## src/rtl/div8_stream_ctrl.sv

```systemverilog
// div8_stream_ctrl: valid/ready wrapper around a combinational 8/8 quotient-only
// divider core. Operands are registered onto the core inputs, held for a settle
// window, then the quotient is captured, the remainder derived and the core
// result cross-checked against q*b + r == a with 0 <= r < b.
module div8_stream_ctrl #(
  parameter int SETTLE_CYCLES = 2
) (
  input  logic        clk,
  input  logic        rst_n,
  input  logic        in_valid,
  output logic        in_ready,
  input  logic [7:0]  in_dividend,
  input  logic [7:0]  in_divisor,
  output logic [15:0] div_x,
  input  logic [7:0]  div_y,
  output logic        out_valid,
  input  logic        out_ready,
  output logic [7:0]  out_quot,
  output logic [7:0]  out_rem,
  output logic        out_dz,
  output logic        out_chk_err,
  output logic [7:0]  err_cnt,
  input  logic        err_clr
);

  typedef enum logic [1:0] {
    IDLE   = 2'd0,
    SETTLE = 2'd1,
    DONE   = 2'd2
  } state_t;

  localparam logic [3:0] SETTLE_LOAD = 4'(SETTLE_CYCLES - 1);

  state_t      state_q, state_d;
  logic [3:0]  cnt_q, cnt_d;
  logic [7:0]  opa_q, opa_d;
  logic [7:0]  opb_q, opb_d;
  logic [7:0]  quot_q, quot_d;
  logic [7:0]  rem_q, rem_d;
  logic        dz_q, dz_d;
  logic        chk_q, chk_d;
  logic [7:0]  err_cnt_q, err_cnt_d;
  logic        capture_s;

  logic [15:0] prod_s;
  logic [16:0] diff_s;
  logic [7:0]  res_quot_s;
  logic [7:0]  res_rem_s;
  logic        res_dz_s;
  logic        res_chk_s;

  // Result derivation from the held operands and the core quotient.
  always_comb begin
    prod_s     = {8'd0, div_y} * {8'd0, opb_q};
    diff_s     = {9'd0, opa_q} - {1'b0, prod_s};
    res_quot_s = div_y;
    res_rem_s  = diff_s[7:0];
    res_dz_s   = 1'b0;
    res_chk_s  = 1'b0;
    if (opb_q == 8'd0) begin
      // Divide by zero: fixed encoding, core output is not trusted.
      res_quot_s = 8'hFF;
      res_rem_s  = opa_q;
      res_dz_s   = 1'b1;
      res_chk_s  = 1'b0;
    end else if (diff_s[16]) begin
      // q*b exceeds a: quotient too large.
      res_chk_s = 1'b1;
    end else if (diff_s[15:0] >= {8'd0, opb_q}) begin
      // Remainder not below divisor: quotient too small.
      res_chk_s = 1'b1;
    end else begin
      res_chk_s = 1'b0;
    end
  end

  // Next-state, operand latch, settle countdown and result capture.
  always_comb begin
    state_d   = state_q;
    cnt_d     = cnt_q;
    opa_d     = opa_q;
    opb_d     = opb_q;
    quot_d    = quot_q;
    rem_d     = rem_q;
    dz_d      = dz_q;
    chk_d     = chk_q;
    capture_s = 1'b0;
    case (state_q)
      IDLE: begin
        if (in_valid) begin
          opa_d   = in_dividend;
          opb_d   = in_divisor;
          cnt_d   = SETTLE_LOAD;
          state_d = SETTLE;
        end else begin
          state_d = IDLE;
        end
      end
      SETTLE: begin
        if (cnt_q == 4'd0) begin
          capture_s = 1'b1;
          quot_d    = res_quot_s;
          rem_d     = res_rem_s;
          dz_d      = res_dz_s;
          chk_d     = res_chk_s;
          state_d   = DONE;
        end else begin
          cnt_d   = cnt_q - 4'd1;
          state_d = SETTLE;
        end
      end
      DONE: begin
        if (out_ready) begin
          state_d = IDLE;
        end else begin
          state_d = DONE;
        end
      end
      default: begin
        state_d = IDLE;
      end
    endcase
  end

  // Saturating check-error counter; clear wins over a coincident increment.
  always_comb begin
    err_cnt_d = err_cnt_q;
    if (err_clr) begin
      err_cnt_d = 8'd0;
    end else if (capture_s && res_chk_s && (err_cnt_q != 8'hFF)) begin
      err_cnt_d = err_cnt_q + 8'd1;
    end else begin
      err_cnt_d = err_cnt_q;
    end
  end

  // State, operand and result registers.
  always_ff @(posedge clk or negedge rst_n) begin
    if (!rst_n) begin
      state_q   <= IDLE;
      cnt_q     <= 4'd0;
      opa_q     <= 8'd0;
      opb_q     <= 8'd0;
      quot_q    <= 8'd0;
      rem_q     <= 8'd0;
      dz_q      <= 1'b0;
      chk_q     <= 1'b0;
      err_cnt_q <= 8'd0;
    end else begin
      state_q   <= state_d;
      cnt_q     <= cnt_d;
      opa_q     <= opa_d;
      opb_q     <= opb_d;
      quot_q    <= quot_d;
      rem_q     <= rem_d;
      dz_q      <= dz_d;
      chk_q     <= chk_d;
      err_cnt_q <= err_cnt_d;
    end
  end

  assign in_ready    = (state_q == IDLE);
  assign out_valid   = (state_q == DONE);
  assign div_x       = {opb_q, opa_q};
  assign out_quot    = quot_q;
  assign out_rem     = rem_q;
  assign out_dz      = dz_q;
  assign out_chk_err = chk_q;
  assign err_cnt     = err_cnt_q;

endmodule

```

## config.mk

```make
export PLATFORM = sky130hd
export DESIGN_NAME = div8_stream_ctrl
export DESIGN_NICKNAME = d
export VERILOG_FILES = /design/src/rtl/div8_stream_ctrl.sv
export SDC_FILE = /design/constraint.sdc
export NUM_CORES = 1
export LEC_CHECK = 0
export BUFFER_PORTS_ARGS = -buffer_cell sky130_fd_sc_hd__buf_2
export CORE_ASPECT_RATIO = 0.5
export CORE_UTILIZATION = 49
export CTS_CLUSTER_SIZE = 28
export DETAILED_ROUTE_END_ITERATION = 8
export PLACE_DENSITY = 0.7
export SYNTH_ARGS = -nofsm -noshare
export SYNTH_HDL_FRONTEND = slang
export SYNTH_SLANG_ARGS = --single-unit
```

## constraint.sdc

```tcl
create_clock -name clk -period 6.56 [get_ports clk]
set_input_delay 1.312 -clock clk [delete_from_list [all_inputs] [get_ports clk]]
set_output_delay 1.312 -clock clk [all_outputs]
set_load 0.01 [all_outputs]
```

==> results.sh <==
export IMPL_multi_input_area_mm2=0.00337
export IMPL_synthArstFlopShare=1.00
export IMPL_ios=73
export IMPL_finalMaxSlewViolations=0
export IMPL_clock_sinks=48
export IMPL_dieArea_mm2=0.0107
export IMPL_holdCritPathClass="reg -> reg"
export IMPL_ant_nets=0
export IMPL_ctsResizeCount=0
export IMPL_setup_viol=0
export IMPL_design_area_mm2=0.00566
export IMPL_die_h_um=73.7
export IMPL_max_cap_violations=0
export IMPL_start_util=0.519
export IMPL_grt_pass1_vias=4133
export IMPL_vias_per_cell=5.35
export IMPL_coreArea_mm2=0.00970
export IMPL_drive_above_1_share=0.181
export IMPL_status="finished, final reports clean"
export IMPL_fin_crit_sh=0.948
export IMPL_syn_cell_area_mm2=0.00503
export IMPL_drc=0
export IMPL_fillerInstances=909
export IMPL_worst_pin_slew_ns=1.05
export IMPL_post_place_ws_ns=-0.0196
export IMPL_syn_nets=691
export IMPL_ys_warn_count=0
export IMPL_slew_headroom=0.303
export IMPL_routed_wl_mm=11.4
export IMPL_antenna_found_initial=0
export IMPL_synth_distinct_cells=62
export IMPL_syn_area_per_cell_um2=8.91
export IMPL_port_buffers=72
export IMPL_grt_max_degree=49
export IMPL_hold_viol=0
export IMPL_die_w_um=145
export IMPL_clk_pin_slew_worst_paths_ns=0.06
export IMPL_clock_latency_ns=0.28
export IMPL_synth_seq_cells=48
export IMPL_gp_congestion=0.944
export IMPL_seqCellArea_mm2=0.00120
export IMPL_worstSetupStartpointType="input port"
export IMPL_gr_total_overflow=0
export IMPL_num_antenna_cells=0
export IMPL_core_rowCount=25
export IMPL_post_cts_setup_buffer_count=0
export IMPL_placed_area_mm2=0.00551
export IMPL_synth_edf_count=0
export IMPL_hpwl_mm=9.25
export IMPL_cts_root_buf="clkbuf_16"
export IMPL_synthFlopType="dfrtp_1"
export IMPL_setup_slack_ns=0.339
export IMPL_hold_buffers=0
export IMPL_cts_buffers=5
export IMPL_syn_inst=565
export IMPL_grt_use_total=0.232
export IMPL_final_common_cell="inv_1"
export IMPL_syn_to_final_growth_pct=12.4
export IMPL_end_kind="register"
export IMPL_wire_per_inst_um=14.9
export IMPL_htreeDepth=2
export IMPL_vias=4071
export IMPL_synth_seq_area_share=0.239
export IMPL_crit_type="in -> reg"
export IMPL_fmax_mhz=161
export IMPL_period_minus_slack_ns=6.22
export IMPL_skew_ns=0.00483
export IMPL_clockBufferDepth=2
export IMPL_grt_pass1_wl_mm=19.5
export IMPL_cts_tree="done"
export IMPL_required_ns=6.73
export IMPL_dr_first_iter_drc_count=199
export IMPL_rsz0062_at_grt="no"
export IMPL_final_nets=752
export IMPL_critPathArrivalTime_ns=6.39
export IMPL_final_cell_mix="93 x inv_1, 72 x buf_2, 70 x nand2_1"
export IMPL_path_max_fanout=7
export IMPL_drt_pass1_iter_count=4
==> Yosys cell counts, types with 6 or more instances <==
cell	number	share of area
xor2_1	8	0.014
nor2_1	17	0.013
nand2b_1	6	0.0075
fa_1	44	0.17
inv_1	93	0.069
nand3_1	7	0.0070
nand2_1	70	0.052
dfrtp_1	48	0.24
ha_1	53	0.13
a21oi_1	24	0.024
o21ai_0	31	0.031
and2_1	38	0.047
clkbuf_1	21	0.016
o22a_1	8	0.014
==> sequential cells by signal, indices dropped and copies added (netlist names) <==
| register | cells |
|---|---|
| out_chk_err | 1 |
| opb_q | 8 |
| err_cnt | 8 |
| out_quot | 8 |
| opa_q | 8 |
| cnt_q | 4 |
| state_q | 2 |
| out_dz | 1 |
| out_rem | 8 |
==> per-stage QoR <==
step / TNS, ns / std cells / utilization / hold WS, ns
2_1_floorplan: 0 / 565 / - / 0.463
3_3_place_gp: 0 / 754 / 0.568 / 0.461
3_5_place_dp: -0.0355 / 754 / 0.568 / 0.468
4_1_cts: 0 / 761 / 0.583 / 0.483
5_1_grt: 0 / 761 / 0.584 / 0.505
6_report: 0 / 761 / 0.584 / 0.477
==> routing by layer <==
metal  track usage  vias to the layer above  wire, um
met5             0                        -         0
li1              -                     1963         -
met1         0.301                     1986      5250
met2         0.417                      112      5400
met4        0.0573                        0       114
met3        0.0317                       10       604
==> layout make-up <==
type                            count  area share
Multi-Input combinational cell    398       0.596
Sequential cell                    48       0.212
Timing Repair Buffer               80      0.0743
Inverter                           93      0.0617
Tap cell                          135      0.0298
Clock buffer                        6      0.0245
Clock inverter                      1     0.00155
==> final timing paths <==
| check | from | end | slack [ns] | cells past startpoint |
|---|---|---|---|---|
| hold / removal | out_chk_err | out_chk_err | 0.48 | 2 |
| max in group asynchronous | rst_n | out_quot[4] | 4.70 | 1 |
| setup reg to reg | opb_q[1] | err_cnt[7] | 0.87 | 21 |
| setup / recovery | div_y[5] | err_cnt[7] | 0.34 | 20 |
| hold reg to reg | out_chk_err | out_chk_err | 0.48 | 2 |
| min in group asynchronous | rst_n | cnt_q[1] | 1.22 | 1 |
==> kinds of logic (layout without fill, tap and decap cells) <==
group / Yosys count / after routing / share of synthesized area
buffers and inverters: 119 / 180 / 0.0924
and+or+nand+nor: 177 / 177 / 0.181
adders and majority gates: 97 / 97 / 0.307
muxes: 12 / 12 / 0.0263
AOI/OAI and AO/OA: 99 / 99 / 0.132
DFF: 48 / 48 / 0.239
xor gates and xnor gates: 13 / 13 / 0.0226
==> critical path, cell delays in order <==
cell and delay (ns):
buf_2 0.11, buf_4 0.16, and2_1 0.16, fa_1 0.50, fa_1 0.55, inv_1 0.05, fa_1 0.53, inv_1 0.05
fa_1 0.53, inv_1 0.04, ha_1 0.42, and4_2 0.31, nand4_1 0.10, o21bai_1 0.19, and4_2 0.26, o221ai_2 0.17
nor4_2 0.09, buf_4 0.17, nor4_1 0.34, mux2_1 0.36
Power is not shown: default switching activity piles up to over one toggle a cycle in this logic, so the estimate is an artifact.
